--- src/rtl/bus_arb2_32_pkg.sv ---
// Shared types and encodings for the two-requester arbiter / output register.
// Imported by the grant logic and the top.
package bus_arb2_32_pkg;

    localparam logic SRC_REQ0 = 1'b0;
    localparam logic SRC_REQ1 = 1'b1;

    typedef enum logic {
        ST_EMPTY = 1'b0,
        ST_FULL  = 1'b1
    } arb_state_e;

    typedef struct packed {
        logic g0;
        logic g1;
    } grant_t;

    // Datapath select: s0 low passes requester 0, high passes requester 1.
    function automatic logic [31:0] mux2_32(
        input logic        s0,
        input logic [31:0] a,
        input logic [31:0] b
    );
        return s0 ? b : a;
    endfunction

endpackage

--- src/rtl/bus_arb2_32_arb_rr2.sv ---
// Pure combinational two-way grant: round-robin on ties when fair,
// otherwise requester 0 always wins a tie.
module arb_rr2
    import bus_arb2_32_pkg::*;
(
    input  logic   i_v0,
    input  logic   i_v1,
    input  logic   i_last,
    input  logic   i_fair,
    output grant_t o_grant
);

    always_comb begin
        o_grant = '0;
        if (i_v0 && i_v1) begin
            // i_last holds the source of the previous load; the other side wins the tie.
            if (i_fair && (i_last == SRC_REQ0)) begin
                o_grant.g1 = 1'b1;
            end else begin
                o_grant.g0 = 1'b1;
            end
        end else if (i_v0) begin
            o_grant.g0 = 1'b1;
        end else if (i_v1) begin
            o_grant.g1 = 1'b1;
        end
    end

endmodule

--- src/rtl/bus_arb2_32.sv ---
// Two-requester arbiter feeding a 1-entry valid/ready output register
// for one shared 32-bit path, with a wrapping transfer counter.
module bus_arb2_32
    import bus_arb2_32_pkg::*;
#(
    parameter int FAIR  = 1,
    parameter int CNT_W = 16
) (
    input  logic             i_clk,
    input  logic             i_clr,
    input  logic             i_req0_v,
    input  logic [31:0]      i_req0_d,
    output logic             o_req0_r,
    input  logic             i_req1_v,
    input  logic [31:0]      i_req1_d,
    output logic             o_req1_r,
    output logic             o_out_v,
    output logic [31:0]      o_out_d,
    output logic             o_out_src,
    input  logic             i_out_r,
    output logic [CNT_W-1:0] o_xfer_cnt
);

    localparam logic L_FAIR = (FAIR != 0);

    arb_state_e       r_state;
    logic [31:0]      r_out_d;
    logic             r_out_src;
    logic             r_last;
    logic [CNT_W-1:0] r_xfer_cnt;

    grant_t           w_grant;
    logic             w_load_ok;
    logic             w_load;
    logic [31:0]      w_mux_d;

    arb_rr2 u_arb (
        .i_v0    (i_req0_v),
        .i_v1    (i_req1_v),
        .i_last  (r_last),
        .i_fair  (L_FAIR),
        .o_grant (w_grant)
    );

    assign w_mux_d   = mux2_32(w_grant.g1, i_req0_d, i_req1_d);
    assign w_load_ok = (r_state == ST_EMPTY) || i_out_r;

    // Gating with i_clr keeps both accepts low while reset is held.
    assign o_req0_r = w_grant.g0 & w_load_ok & i_clr;
    assign o_req1_r = w_grant.g1 & w_load_ok & i_clr;
    assign w_load   = o_req0_r | o_req1_r;

    always_ff @(posedge i_clk or negedge i_clr) begin
        if (!i_clr) begin
            r_state    <= ST_EMPTY;
            r_out_d    <= '0;
            r_out_src  <= SRC_REQ0;
            r_last     <= SRC_REQ1;
            r_xfer_cnt <= '0;
        end else begin
            if (w_load) begin
                r_out_d    <= w_mux_d;
                r_out_src  <= w_grant.g1;
                r_last     <= w_grant.g1;
                r_xfer_cnt <= r_xfer_cnt + 1'b1;
            end
            case (r_state)
                ST_EMPTY: begin
                    if (w_load) begin
                        r_state <= ST_FULL;
                    end
                end
                ST_FULL: begin
                    // A load in this state is a same-cycle drain and refill.
                    if (!w_load && i_out_r) begin
                        r_state <= ST_EMPTY;
                    end
                end
                default: r_state <= ST_EMPTY;
            endcase
        end
    end

    assign o_out_v    = (r_state == ST_FULL);
    assign o_out_d    = r_out_d;
    assign o_out_src  = r_out_src;
    assign o_xfer_cnt = r_xfer_cnt;

endmodule

--- config.mk ---
export PLATFORM = sky130hd
export DESIGN_NAME = bus_arb2_32
export DESIGN_NICKNAME = d
export VERILOG_FILES = /design/src/rtl/bus_arb2_32_pkg.sv /design/src/rtl/bus_arb2_32_arb_rr2.sv /design/src/rtl/bus_arb2_32.sv
export SDC_FILE = /design/constraint.sdc
export NUM_CORES = 1
export LEC_CHECK = 0
export CORE_MARGIN = 3
export CORE_UTILIZATION = 27
export CTS_BUF_LIST = sky130_fd_sc_hd__clkbuf_8
export DETAILED_ROUTE_END_ITERATION = 16
export GPL_TIMING_DRIVEN = 0
export PLACE_DENSITY = 0.61
export SETUP_SLACK_MARGIN = 0.3
export SKIP_LAST_GASP = 1
export SYNTH_ARGS = -nofsm -noshare
export SYNTH_HDL_FRONTEND = slang
export SYNTH_HIERARCHICAL = 1
export SYNTH_SLANG_ARGS = --single-unit
--- constraint.sdc ---
create_clock -name i_clk -period 2.2 [get_ports i_clk]
set_clock_uncertainty 0.1 [all_clocks]
set_input_delay 0.33 -clock i_clk [delete_from_list [all_inputs] [get_ports i_clk]]
set_output_delay 0.33 -clock i_clk [all_outputs]
set_load 0.01 [all_outputs]
Word level (Yosys, flattened, before mapping)
Index checks and enable logic that the tools add are counted.
W data, S select, Z words.
{"block": "totals", "register_bits": 51, "latchBits": 0, "mem_bits_rw": 0, "rom_bits": 0, "input_bits": 69, "output_inout_bits": 52, "wordCells": 26, "memories": 0}
{"block": "op_classes", "addsub": 1, "multipliers": 0, "div": 0, "magnitude_cmp": 0, "n_eq_ne": 0, "n_shift": 0, "n_mux": 10, "n_bitwise": 6, "reduce_logical": 4}
{"op": "$mux W32", "n": 1}
{"op": "$add A16 B1 Y16 const B", "n": 1}
{"op": "$mux W1", "n": 7}
{"op": "$and A1 B1 Y1", "n": 4}
{"op": "$logic_and A1 B1 Y1", "n": 2}
{"op": "$mux W2", "n": 1}
{"op": "$pmux W1 S2", "n": 1}
{"op": "$logic_not A1 Y1", "n": 1}
{"op": "$logic_or A1 B1 Y1", "n": 1}
{"op": "$not A1 Y1", "n": 1}
{"op": "$or A1 B1 Y1", "n": 1}

Depth between registers and ports, before layout
{"block": "logic_depth", "word_depth": 10, "depth_mapped": 8, "depth_no_buf": 6}

Modules after synthesis
Netlist, hierarchy kept.
{"module": "bus_arb2_32", "instances": 1, "cells_per_inst": 180, "area_per_inst_um2": 2466.1, "seq_area_each_um2": 1277.5}
{"module": "arb_rr2", "instances": 1, "cells_per_inst": 4, "area_per_inst_um2": 30.0, "seq_area_each_um2": 0.0}

Least setup slack after synthesis
OpenSTA, ideal clock, no wires.
{"block": "synth_timing", "path_kind": "register to register", "startpoint": "register r_last", "endpoint": "register r_out_d[0] (netlist: o_out_d[0])", "setup_time_ns": 0.125, "t_arrival_ns": 1.571, "t_required_ns": 1.975, "path_slack_ns": 0.405, "path_stages_with_launch": 7, "path_buffers": 2, "synth_period_minus_slack_ns": 1.795, "path_cell_list": "dfstp_2 > nand2b_4 > a21oi_1 > buf_6 > buf_2 > mux2_2 > mux2_2"}
{"element": "start: declaration", "line": "bus_arb2_32.sv:29", "source": "logic r_last;"}
{"element": "start signal: assignment", "line": "bus_arb2_32.sv:64", "source": "r_last <= w_grant.g1;"}
{"element": "end signal: assignment", "line": "bus_arb2_32.sv:62", "source": "r_out_d <= w_mux_d;"}
{"element": "end: declaration", "line": "bus_arb2_32.sv:27", "source": "logic [31:0] r_out_d;"}

==> summary.txt <==
============================================================================
Growth of design area from synthesis to finish ................        71.7%
Net switching share of the total power ........................        0.287
Layout cell share with drive strength beyond 1 ................        0.353
Antenna violations before repair ..............................            0
I/O pin count .................................................          121
Area of the die ...............................................  10400 sq um
Clock H-tree levels ...........................................            2
Critical path cell sequence ................................... nand2b_4 > a21oi_2 > buf_6 > buf_8 > o211a_1 > buf_8 > clkbuf_16 > mux2_2
Maximum fanout along the worst path ...........................            8
Core box area .................................................   8850 sq um
Clock tree from TritonCTS .....................................        built
Number of buffers added by the clock tree synthesis step ......            5
DR iter-0 viols ...............................................           11
Internal power consumption ....................................      2.24 mW
Detailed placement HPWL .......................................      4.69 mm
Total power of the final layout ...............................      3.15 mW
Max-cap violations ............................................            0
CP max-delay cell ............................................. sky130_fd_sc_hd__dfstp_2
Fraction of the cycle the final worst path needs ..............        0.903
Count of endpoints failing setup in the final report ..........            0
Placement row count ...........................................           34
Cell repeated most along the worst path ....................... sky130_fd_sc_hd__buf_8
Max Slew Vio Count ............................................            0
Post-DR vias/cell .............................................         4.49
Number of diodes ..............................................            0
First-pass GRT wire length ....................................      9.84 mm
Most common library cell in the layout ignoring fill and taps . sky130_fd_sc_hd__clkdlybuf4s50_1
Sequential element share of the synthesized area ..............        0.512
Wire length per cell .......................................... 14.9 microns
Startpoint type of the worst setup path .......................     register
Final Critical Period .........................................      1.99 ns
Crit path kind ................................................ register to register
Die Height ....................................................  102 microns
Average footprint of a synthesized cell .......................   13.6 sq um
Pin count of the biggest net entering global routing ..........           27
Total number of nets in the final design ......................          398
Slack of the worst reg-to-reg path ............................      0.21 ns
Root buf cell ................................................. sky130_fd_sc_hd__clkbuf_8
Endpoint arrival time on the critical path ....................      2.07 ns
Effective utilization at floorplan ............................        0.282
Worst voltage drop across the vdd grid ........................     0.396 mV
Net Count, Synth ..............................................          254
DRC Markers ...................................................            0
Horizontal extent of the die ..................................  102 microns
Most frequent cells in the layout ............................. sky130_fd_sc_hd__clkdlybuf4s50_1 (117), sky130_fd_sc_hd__mux2_2 (65), sky130_fd_sc_hd__dfrtp_1 (50)
Bufs on Longest Clock Path ....................................            2
Status ........................................................ complete, no violations
Port Buffers ..................................................          120
Number of cells produced by synthesis .........................          184
Clock latency on the worst-skew pair ..........................      0.30 ns
Number of hold violations in the final report .................            0
Upper clock frequency limit ...................................      504 MHz
First-pass DRT Iterations .....................................            4
Post-route setup TNS ..........................................         0 ns
Total buffers and inverters traversed by the critical path ....            4
Final weighted congestion in routability-driven placement .....        0.727
Leakage power of the design ...................................      1.80 nW
CP top delay family ........................................... buffers and inverters
Post-synthesis register bit count .............................           51
Part of the power in registers ................................        0.418
Number of fill cells in the layout ............................          819
Via count of the first global-routing pass ....................         1995
Number of distinct library cells after synthesis ..............           29
Via count .....................................................         1964
WP data required ..............................................      2.29 ns
Aggregate global-route resource usage .........................        0.120
Crit-path max cell delay ......................................      0.54 ns
Overflow left after global routing ............................            0
Combinational fraction of design power ........................        0.406
Number of warnings issued by yosys ............................            6
Total routed wirelength .......................................      6.50 mm
RSZ-0062 raised after global routing ..........................          yes
Clock network fraction of total power .........................        0.177
NetSw .........................................................     0.903 mW
Pwr dens ......................................................  734 nW/um^2
Endpoint class of the critical path ...........................     register
Antenna Nets Post-Route .......................................            0
Type of the worst min-delay path .............................. register to register
Netlist Area Pre-Place ........................................   2500 sq um
Count of clock tree sinks .....................................           51
Clk pin slew, worst setup/hold paths ..........................      0.10 ns
Utilization of the core after routing .........................        0.484
============================================================================
-- synth_stat cells --
library cell | number | area share
sky130_fd_sc_hd__xor2_1 | 9 | 0.032
sky130_fd_sc_hd__nand2b_4 | 1 | 0.0055
sky130_fd_sc_hd__mux2_2 | 65 | 0.29
sky130_fd_sc_hd__o21a_1 | 1 | 0.0030
sky130_fd_sc_hd__nand2b_1 | 1 | 0.0025
sky130_fd_sc_hd__a21oi_1 | 1 | 0.0020
sky130_fd_sc_hd__a21o_1 | 2 | 0.0060
sky130_fd_sc_hd__nor3_1 | 6 | 0.012
sky130_fd_sc_hd__dfstp_2 | 1 | 0.011
sky130_fd_sc_hd__inv_1 | 5 | 0.0075
sky130_fd_sc_hd__ha_1 | 1 | 0.0050
sky130_fd_sc_hd__dfrtp_1 | 50 | 0.50
sky130_fd_sc_hd__and3_1 | 1 | 0.0025
sky130_fd_sc_hd__o21ai_0 | 1 | 0.0020
sky130_fd_sc_hd__nand3_1 | 6 | 0.012
sky130_fd_sc_hd__xnor2_1 | 6 | 0.021
sky130_fd_sc_hd__nand2_1 | 5 | 0.0075
sky130_fd_sc_hd__nand2_4 | 1 | 0.0045
sky130_fd_sc_hd__o211a_1 | 2 | 0.0080
sky130_fd_sc_hd__buf_6 | 5 | 0.023
sky130_fd_sc_hd__nor4_2 | 2 | 0.010
sky130_fd_sc_hd__and4_1 | 1 | 0.0035
sky130_fd_sc_hd__nand4_1 | 2 | 0.0050
sky130_fd_sc_hd__and2_1 | 1 | 0.0025
sky130_fd_sc_hd__conb_1 | 1 | 0.0015
sky130_fd_sc_hd__and4_4 | 1 | 0.0045
sky130_fd_sc_hd__nor2_1 | 2 | 0.0030
sky130_fd_sc_hd__o2111ai_1 | 1 | 0.0035
sky130_fd_sc_hd__buf_2 | 3 | 0.0060
-- registers in the layout, indices dropped and copies added (netlist names) --
register	flops
o_out_d	32
o_xfer_cnt	16
o_out_src	1
o_out_v	1
r_last	1
-- cell type report --
type,instances,area (sq um),share of cell area
tap,108,135,0.0315
timing repair buffer,137,1450,0.337
inverter,5,18.8,0.00438
buffer,8,110,0.0257
clock buffer,6,82.6,0.0193
clock inverter,2,8.76,0.00204
multi-input combinational,120,1210,0.282
sequential,51,1280,0.298
-- power by group through the flow --
stage | Clock [mW] | Combinational, mW | Sequential (mW)
6_report | 0.556 | 1.28 | 1.32
2_1_floorplan | 0 | 0.382 | 1.43
3_5_place_dp | 0 | 1.17 | 1.33
5_1_grt | 0.618 | 1.36 | 1.35
4_1_cts | 0.588 | 1.26 | 1.32
3_3_place_gp | 0 | 1.16 | 1.32
-- logic make-up (layout without fill, tap and decap cells) --
kind of cell | after synthesis | in the layout | synth area share
other | 1 | 1 | 0.00150
adder cells (fa/ha/maj) | 1 | 1 | 0.00501
AND/OR/NAND/NOR | 30 | 30 | 0.0752
flip-flops | 51 | 51 | 0.512
buffers and inverters | 13 | 158 | 0.0361
multiplexers | 65 | 65 | 0.293
XOR/XNOR | 15 | 15 | 0.0526
AO/OA/AOI/OAI | 8 | 8 | 0.0246
-- worst paths after layout --
check	end	depth (start not counted)	start
worst max-delay path	o_out_d[28]$_DFFE_PN0P_	8	r_last$_DFFE_PN1P_
worst min-delay path	o_xfer_cnt[15]$_DFFE_PN0P_	1	o_xfer_cnt[15]$_DFFE_PN0P_
worst max register to register	o_out_d[28]$_DFFE_PN0P_	8	r_last$_DFFE_PN1P_
worst min register to register	o_xfer_cnt[15]$_DFFE_PN0P_	1	o_xfer_cnt[15]$_DFFE_PN0P_
max in group asynchronous	o_out_d[30]$_DFFE_PN0P_	4	i_clr
min in group asynchronous	o_xfer_cnt[10]$_DFFE_PN0P_	4	i_clr
-- worst register-to-register path, stage by stage (launching register included) --
cell and delay [ns]:
sky130_fd_sc_hd__dfstp_2 0.54, sky130_fd_sc_hd__nand2b_4 0.12, sky130_fd_sc_hd__a21oi_2 0.06, sky130_fd_sc_hd__buf_6 0.12, sky130_fd_sc_hd__buf_8 0.13, sky130_fd_sc_hd__o211a_1 0.22, sky130_fd_sc_hd__buf_8 0.16, sky130_fd_sc_hd__clkbuf_16 0.16
sky130_fd_sc_hd__mux2_2 0.26
-- per-stage QoR --
| stage | cell area [sq um] | hold WS, ns | cells | worst slack, ns |
|---|---|---|---|---|
| 3_5_place_dp | 3850 | 0.272 | 413 | -0.480 |
| 2_1_floorplan | 2500 | -0.0656 | 184 | 0.405 |
| 5_1_grt | 4290 | 0.399 | 437 | 0.158 |
| 4_1_cts | 4200 | 0.386 | 435 | 0.214 |
| 6_report | 4290 | 0.382 | 437 | 0.214 |
| 3_3_place_gp | 3830 | 0.360 | 412 | -2.12 |
-- per-layer routing --
layer  part of all wire  vias up  track usage
li1                   -      939            -
met1               0.42      946        0.152
met2               0.49       75        0.207
met3              0.078        4       0.0334
met4             0.0057        0       0.0242
met5                  0        -            0
-- repair_timing --
action / in CTS / in global routing
endpoints found under the setup margin: 36 / 47
cloned: 1 / 1
pin swaps: 1 / 2
hold endpoints to repair: 24 / 0
hold buffers: 5 / 0
gates resized for setup: 30 / 10
setup buffers: 8 / 1
(Power assumes the default switching activity.)
